[src/rtl/mux_sw_pkg.sv]
// Shared definitions for the break-before-make N:1 switch: the FSM state
// encoding and the elaboration limits for the top-level parameters.
package mux_sw_pkg;

  localparam int MAX_NUM_IN = 16;
  localparam int MAX_GAP    = 15;

  // ACTIVE: passing the current channel; GAP: idle break interval;
  // LOAD: commit the pending channel and acknowledge.
  typedef enum logic [1:0] {
    ST_ACTIVE = 2'd0,
    ST_GAP    = 2'd1,
    ST_LOAD   = 2'd2
  } sw_state_e;

endpackage

[src/rtl/mux_sw_sel.sv]
// Purely combinational NUM_IN:1 selector over a packed input bus.
// Channel k lives at in_bus[k*WIDTH +: WIDTH]; an index with no matching
// channel yields zero.
module mux_sw_sel #(
  parameter int WIDTH  = 1,
  parameter int NUM_IN = 4,
  parameter int SW     = $clog2(NUM_IN)
) (
  input  logic [NUM_IN*WIDTH-1:0] in_bus,
  input  logic [SW-1:0]           sel,
  output logic [WIDTH-1:0]        dout
);

  // Compare-and-pick loop so non-power-of-two channel counts never index
  // past the end of the bus.
  always_comb begin
    dout = '0;
    for (int k = 0; k < NUM_IN; k++) begin
      if (sel == SW'(k)) dout = in_bus[k*WIDTH +: WIDTH];
    end
  end

endmodule

[src/rtl/mux_nx1_sw.sv]
// Registered N:1 mux with break-before-make channel switching.
// A request to a different channel idles Q for GAP cycles, then loads the
// new channel and pulses SEL_ACK in the same cycle the new data reaches Q.
// Optional macro MUX_NX1_SW_HOLD_EN: when defined Q holds its last
// pre-switch value during the break; otherwise Q is zero during the break.
//
// Handshake: SEL_REQ is a single-cycle strobe sampled only while BUSY=0;
// each accepted request is answered by exactly one SEL_ACK or SEL_ERR pulse
// (never both), and strobes seen while BUSY=1 are dropped silently.
module mux_nx1_sw
  import mux_sw_pkg::*;
#(
  parameter int WIDTH  = 1,
  parameter int NUM_IN = 4,
  parameter int GAP    = 2,
  localparam int SW    = $clog2(NUM_IN)
) (
  input  logic                    CLK,
  input  logic                    RSTB,
  input  logic [NUM_IN*WIDTH-1:0] IN,
  input  logic [SW-1:0]           SEL,
  input  logic                    SEL_REQ,
  output logic [WIDTH-1:0]        Q,
  output logic                    SEL_ACK,
  output logic                    SEL_ERR,
  output logic                    BUSY,
  output logic [SW-1:0]           CUR_SEL,
  output sw_state_e               dbg_state
);

  localparam int            CW       = $clog2(GAP + 1);
  localparam logic [SW:0]   NUM_IN_W = (SW + 1)'(NUM_IN);
  localparam logic [CW-1:0] GAP_LAST = CW'(GAP - 1);

  generate
    if (NUM_IN < 2 || NUM_IN > MAX_NUM_IN) begin : g_bad_num_in
      $error("mux_nx1_sw: NUM_IN out of range 2..16");
    end
    if (GAP < 1 || GAP > MAX_GAP) begin : g_bad_gap
      $error("mux_nx1_sw: GAP out of range 1..15");
    end
  endgenerate

  sw_state_e         state_q, state_d;
  logic [SW-1:0]     cur_sel_q, cur_sel_d;
  logic [SW-1:0]     pend_q, pend_d;
  logic [CW-1:0]     cnt_q, cnt_d;
  logic [WIDTH-1:0]  q_q, q_d;
  logic              ack_q, ack_d;
  logic              err_q, err_d;
  logic              busy_q, busy_d;
  logic [SW-1:0]     mux_idx;
  logic [WIDTH-1:0]  mux_out;
  logic [WIDTH-1:0]  gap_val;

  // LOAD reads the pending channel so the new data lands with SEL_ACK.
  assign mux_idx = (state_q == ST_LOAD) ? pend_q : cur_sel_q;

  mux_sw_sel #(
    .WIDTH  (WIDTH),
    .NUM_IN (NUM_IN),
    .SW     (SW)
  ) u_sel (
    .in_bus (IN),
    .sel    (mux_idx),
    .dout   (mux_out)
  );

`ifdef MUX_NX1_SW_HOLD_EN
  assign gap_val = q_q;
`else
  assign gap_val = '0;
`endif

  // Next-state and output decode for the ACTIVE/GAP/LOAD switch FSM.
  always_comb begin
    state_d   = state_q;
    cur_sel_d = cur_sel_q;
    pend_d    = pend_q;
    cnt_d     = cnt_q;
    q_d       = q_q;
    ack_d     = 1'b0;
    err_d     = 1'b0;
    busy_d    = busy_q;
    case (state_q)
      ST_ACTIVE: begin
        q_d = mux_out;
        if (SEL_REQ) begin
          if ({1'b0, SEL} >= NUM_IN_W) begin
            err_d = 1'b1;
          end else if (SEL == cur_sel_q) begin
            ack_d = 1'b1;
          end else begin
            // Break starts here: the old channel is not passed again.
            pend_d  = SEL;
            cnt_d   = '0;
            busy_d  = 1'b1;
            q_d     = gap_val;
            state_d = ST_GAP;
          end
        end
      end
      ST_GAP: begin
        q_d = gap_val;
        if (cnt_q == GAP_LAST) begin
          cnt_d   = '0;
          state_d = ST_LOAD;
        end else begin
          cnt_d = cnt_q + 1'b1;
        end
      end
      ST_LOAD: begin
        cur_sel_d = pend_q;
        q_d       = mux_out;
        ack_d     = 1'b1;
        busy_d    = 1'b0;
        state_d   = ST_ACTIVE;
      end
      default: begin
        state_d = ST_ACTIVE;
        busy_d  = 1'b0;
      end
    endcase
  end

  // State and output registers; reset abandons any switch in progress.
  always_ff @(posedge CLK or negedge RSTB) begin
    if (!RSTB) begin
      state_q   <= ST_ACTIVE;
      cur_sel_q <= '0;
      pend_q    <= '0;
      cnt_q     <= '0;
      q_q       <= '0;
      ack_q     <= 1'b0;
      err_q     <= 1'b0;
      busy_q    <= 1'b0;
    end else begin
      state_q   <= state_d;
      cur_sel_q <= cur_sel_d;
      pend_q    <= pend_d;
      cnt_q     <= cnt_d;
      q_q       <= q_d;
      ack_q     <= ack_d;
      err_q     <= err_d;
      busy_q    <= busy_d;
    end
  end

  assign Q         = q_q;
  assign SEL_ACK   = ack_q;
  assign SEL_ERR   = err_q;
  assign BUSY      = busy_q;
  assign CUR_SEL   = cur_sel_q;
  assign dbg_state = state_q;

endmodule

[config.mk]
export PLATFORM = sky130hd
export DESIGN_NAME = mux_nx1_sw
export DESIGN_NICKNAME = d
export VERILOG_FILES = /design/src/rtl/mux_sw_pkg.sv /design/src/rtl/mux_sw_sel.sv /design/src/rtl/mux_nx1_sw.sv
export SDC_FILE = /design/constraint.sdc
export NUM_CORES = 1
export LEC_CHECK = 0
export BUFFER_PORTS_ARGS = -buffer_cell sky130_fd_sc_hd__buf_2
export CAP_MARGIN = 20
export CORE_AREA = 2 2 39 41
export CTS_BUF_LIST = sky130_fd_sc_hd__clkbuf_8
export CTS_CLUSTER_SIZE = 14
export DETAILED_ROUTE_END_ITERATION = 10
export DIE_AREA = 0 0 41 43
export PLACE_DENSITY = 0.78
export SKIP_LAST_GASP = 1
export SLEW_MARGIN = 30
export SYNTH_ARGS = -nofsm -noshare
export SYNTH_HDL_FRONTEND = slang
export SYNTH_SLANG_ARGS = --single-unit
[constraint.sdc]
create_clock -name CLK -period 5.9 [get_ports CLK]
set_clock_uncertainty 0.2 [all_clocks]
set_input_delay 0.59 -clock CLK [delete_from_list [all_inputs] [get_ports CLK]]
set_output_delay 0.59 -clock CLK [all_outputs]
set_load 0.05 [all_outputs]
Word level (Yosys, flattened, before mapping)
Cells that the tools add are included.
Widths: inputs -> output; s select.
{"block": "classes", "addsub": 1, "n_mul": 0, "n_div": 0, "n_lt_le_gt_ge": 0, "eq_ne": 10, "n_shift": 0, "n_mux": 22, "n_bitwise": 2, "n_reduce_logical": 8}
{"operator": "$mux 2", "n": 7}
{"operator": "$reduce_and 3->1", "n": 4}
{"operator": "$mux 1", "n": 10}
{"operator": "$pmux 2 s2", "n": 2}
{"operator": "$eq 2x1->1 const B", "n": 3}
{"operator": "$eq 2x2->1 const B", "n": 3}
{"operator": "$ne 2x2->1 const B", "n": 3}
{"operator": "$logic_not 2->1", "n": 2}
{"operator": "$pmux 1 s2", "n": 2}
{"operator": "$pmux 1 s3", "n": 1}
{"operator": "$reduce_bool 3->1", "n": 1}
{"operator": "$add 2x1->2 const B", "n": 1}
{"operator": "$eq 2x2->1", "n": 1}
{"operator": "$not 1->1", "n": 2}
{"operator": "$reduce_bool 2->1", "n": 1}
{"block": "totals", "regBits": 11, "latchBits": 0, "ramBits": 0, "mem_bits_ro": 0, "out_inout_bits": 8, "elab_cells": 50, "mem_count": 0}

Longest topological paths before layout
{"block": "logic_depth", "ltp_word": 10, "depth_mapped": 7, "ltp_nobuf": 6}

Modules after synthesis
Synthesis repeated with hierarchy kept, for this count alone.
{"block": "unflattened", "cells_unflattened": 52, "area_unflattened_um2": 591.8}
{"mod": "mux_nx1_sw", "n_inst": 1, "cells_each": 51, "area_each_um2": 569.3, "seq_area_each_um2": 275.3}
{"mod": "mux_sw_sel", "n_inst": 1, "cells_each": 1, "area_each_um2": 22.5, "seq_area_each_um2": 0.0}

Worst setup path before layout
Ideal clock, no wire load.
{"block": "synth_path", "path_kind": "register to register", "start": "reg state_q[0], in the netlist dbg_state[0]", "end": "reg q_q, in the netlist Q", "arrival_ns": 1.903, "t_required_ns": 5.608, "setup_slack_ns": 3.705, "stages_incl_launch_ff": 7, "synth_period_minus_slack_ns": 2.195, "path_cell_list": "dfrtp_1 > inv_1 > ha_1 > mux2i_2 > mux2i_1 > mux2_2 > o31ai_2"}
{"block": "synth_between", "elab_chain_cells": 10, "elab_cells_between_ends": 16, "classes_between": "5 x eq/ne; 8 x mux; 3 x reduce/logical"}
{"item": "start, declared", "line": "mux_nx1_sw.sv:44", "text": "sw_state_e state_q, state_d;"}
{"item": "start signal, assigned", "line": "mux_nx1_sw.sv:138", "text": "state_q <= state_d;"}
{"item": "$eq 2x2->1", "line": "mux_nx1_sw.sv:57, mux_nx1_sw.sv:85"}
{"item": "$mux 2"}
{"item": "$logic_not 2->1", "line": "mux_sw_sel.sv:19", "text": "if (sel == SW'(k)) dout = in_bus[k*WIDTH +: WIDTH];"}
{"item": "$mux 1 (4 in series)", "line": "mux_sw_sel.sv:19"}
{"item": "$mux 1", "line": "mux_nx1_sw.sv:91", "text": "end else if (SEL == cur_sel_q) begin"}
{"item": "$mux 1", "line": "mux_nx1_sw.sv:88", "text": "if (SEL_REQ) begin"}
{"item": "$pmux 1 s3", "line": "mux_nx1_sw.sv:85", "text": "case (state_q)"}
{"item": "end signal, assigned", "line": "mux_nx1_sw.sv:142", "text": "q_q <= q_d;"}
{"item": "end, declared", "line": "mux_nx1_sw.sv:48", "text": "logic [WIDTH-1:0] q_q, q_d;"}
Several ways; a longest one is shown, not always the timed one.
A chain may end at the register's enable or synchronous reset.

Worst setup path in the final report
Ends and elaborated chain as after synthesis.

==> flow_summary_export.csv <==
group,metric,value,unit
outcome,status,"finished, final reports clean",
sta,finalMaxSlewViolations,0,
final_layout,syn_to_final_growth,19.72,%
sta,period_minus_slack,2010,ps
route,ant_nets,0,
setup_path,worstPathArrival,1960,ps
placement,gp_congestion,0.7355,
logic_synthesis,syn_area_per_cell,11.13,um^2
cts,cts_hold_buf,0,
global_routing,antenna_found_initial,0,
floorplanning,num_rows,14,
cts,cts_buffers,3,
logic_synthesis,synth_seq_cells,11,
cts,path_clk_slew,50,ps
pwr,total_power,0.0004773,W
min_path,worstHoldPathType,"primary input to async pin",
logic_synthesis,mappedNetlistArea,634.4,um^2
setup_path,worstSetupStartpointType,"register",
pwr,power_leakage,0.4048,nW
sta,setup_violations,0,
placement,hpwl,823.2,um
floorplanning,core_area,1384,um^2
route,dr.first_iter.drc_count,2,
setup_path,worstSetupPathType,"register to register",
floorplanning,die_y,43,um
cts,htreeDepth,1,
setup_path,path_max_fanout,4,
pwr,ir_drop,0.2712,mV
pwr,p_per_area,628.5,nW/um^2
cts,post_cts_buffers,0,
global_routing,grt_pass1_vias,419,
logic_synthesis,synthCells,57,
route,routed_wl,1077,um
route,wire_per_inst,12.10,um
sta,hold_viol,0,
sta,rsz0062_at_grt,"false",
flow_run,maxCapViolations,0,
route,route.detailed.drc,0,
final_layout,nNetsFinal,88,
floorplanning,dieArea,1763,um^2
setup_path,crit_path_start,"dbg_state[0]",
logic_synthesis,synth_edf_count,0,
floorplanning,fp.dieW,41,um
cts,cts_buffer_depth,2,
floorplanning,initial_core_util,45.84,%
logic_synthesis,async_flop_share,100.0,%
logic_synthesis,synth_cell_type_count,24,
logic_synthesis,synthFlopType,"dfrtp_1",
cts,clkLatencyLatePin,240,ps
global_routing,grt_pass1_wl,1745,um
final_layout,diodes,0,
logic_synthesis,syn-num-nets,71,
cts,post_cts_resized,0,
cts,cts_tree,"done",
placement,port_buffers,15,
logic_synthesis,yosysSeqAreaShare,43.39,%
global_routing,track_usage,15.75,%
final_layout,finalInstanceArea,759.5,um^2
sta,hold_slack,8.175,ps
final_layout,layout-drive-gt1-share,35.62,%
cts,root_buffer,"clkbuf_8",
setup_path,r2r_start,"dbg_state[0]",
sta,finalSetupTns,0,ps
sta,fmax,0.4975,GHz
setup_path,crit_required,5850,ps
route,first_pass_iters,2,
placement,dpl_cell_area,714.4,um^2
logic_synthesis,yosys_warnings,0,
route,via_per_inst,4.843,
route,vias,431,
global_routing,grt_max_degree,12,
floorplanning,boundaryPins,17,
cts,clock_sinks,11,
setup_path,crit_path_end_kind,"register",
sta,post-route-period-util,34.07,%
global_routing,grt_overflow,0,
==> placed cells by master (no fill, tap or decap) <==
| master | n |
|---|---|
| inv_1 | 5 |
| o21ai_0 | 1 |
| o22a_1 | 2 |
| nor2_1 | 3 |
| mux2i_1 | 4 |
| nand3_1 | 1 |
| a21oi_1 | 6 |
| conb_1 | 1 |
| dfrtp_1 | 11 |
| ha_1 | 5 |
| a21o_1 | 1 |
| o21a_1 | 1 |
| o31ai_2 | 1 |
| mux2_2 | 2 |
| mux2_4 | 2 |
| or2_4 | 1 |
| xor2_1 | 3 |
| nand2b_1 | 1 |
| clkbuf_8 | 3 |
| and2_1 | 1 |
| nand2_1 | 1 |
| buf_2 | 15 |
| o21ai_2 | 1 |
| mux2i_2 | 1 |
==> cell families (layout without fill, tap and decap cells) <==
logic type,count (synthesis),after routing,share of synthesized area [%]
AOI/OAI and AO/OA,13,13,14.00
other,1,1,0.5911
buffers and inverters,7,23,4.734
xor gates and xnor gates,3,3,4.143
and+or+nand+nor,8,8,6.509
adders and majority gates,5,5,9.862
muxes,9,9,16.76
DFF,11,11,43.39
==> critical path, stage by stage (launching register included) <==
cell and delay (ps):
dfrtp_1 410, inv_1 130, ha_1 260, mux2i_2 320, mux2i_1 110, mux2_2 280
o31ai_2 210
==> sequential cells by signal, summed over array words and instances (netlist names) <==
signal / flops
SEL_ACK: 1
CUR_SEL: 2
Q: 1
BUSY: 1
dbg_state: 2
pend_q: 2
cnt_q: 2
==> Yosys cell counts, types with 2 or more instances <==
library cell   n  share of area (%)
nor2_1         3                1.8
o22a_1         2                2.8
ha_1           5                9.9
inv_1          4                2.4
clkbuf_1       2                1.2
a21oi_1        6                4.7
mux2i_1        4                6.3
mux2_2         2                3.6
mux2_4         2                4.7
dfrtp_1       11                 43
xor2_1         3                4.1
==> where the power goes <==
part	leakage, nW	internal, W	switching [W]
logic	0.240	0.000101	0.000167
registers	0.138	0.000108	0.0000271
clock network	0.0269	0.0000457	0.0000286
==> metal layers <==
metal	up-vias	track usage, %	routed length [um]
met3	5	4.712	62
met5	-	0	0
li1	222	-	-
met1	191	19.40	508
met2	13	20.94	470
met4	0	14.00	36
==> through the flow <==
step | utilization [%] | instances | setup WS (ps)
6_report | 54.88 | 89 | 3890
5_1_grt | 54.88 | 89 | 3733
2_1_floorplan | - | 57 | 3705
4_1_cts | 54.88 | 89 | 3865
3_5_place_dp | 51.63 | 85 | 3895
3_3_place_gp | 51.63 | 85 | 3918
==> layout make-up <==
class / count / area (um^2)
sequential: 11 / 275.3
clock inverter: 1 / 3.754
inverter: 4 / 15.01
tap: 16 / 20.02
multi-input combinational: 39 / 329.1
fill: 127 / 624.3
clock buffer: 3 / 41.29
timing repair buffer: 15 / 75.07
==> worst paths after layout <==
check / slack (ps) / to / cells after the start
worst min register to register: 270 / cnt_q[1] / 1
worst max register to register: 3890 / Q / 6
worst max-delay path: 3890 / Q / 6
min in group CLK: 270 / cnt_q[1] / 1
max in group asynchronous: 5290 / cnt_q[1] / 1
worst min-delay path: 8 / pend_q[0] / 1
Power figures use the tool's default switching activity.
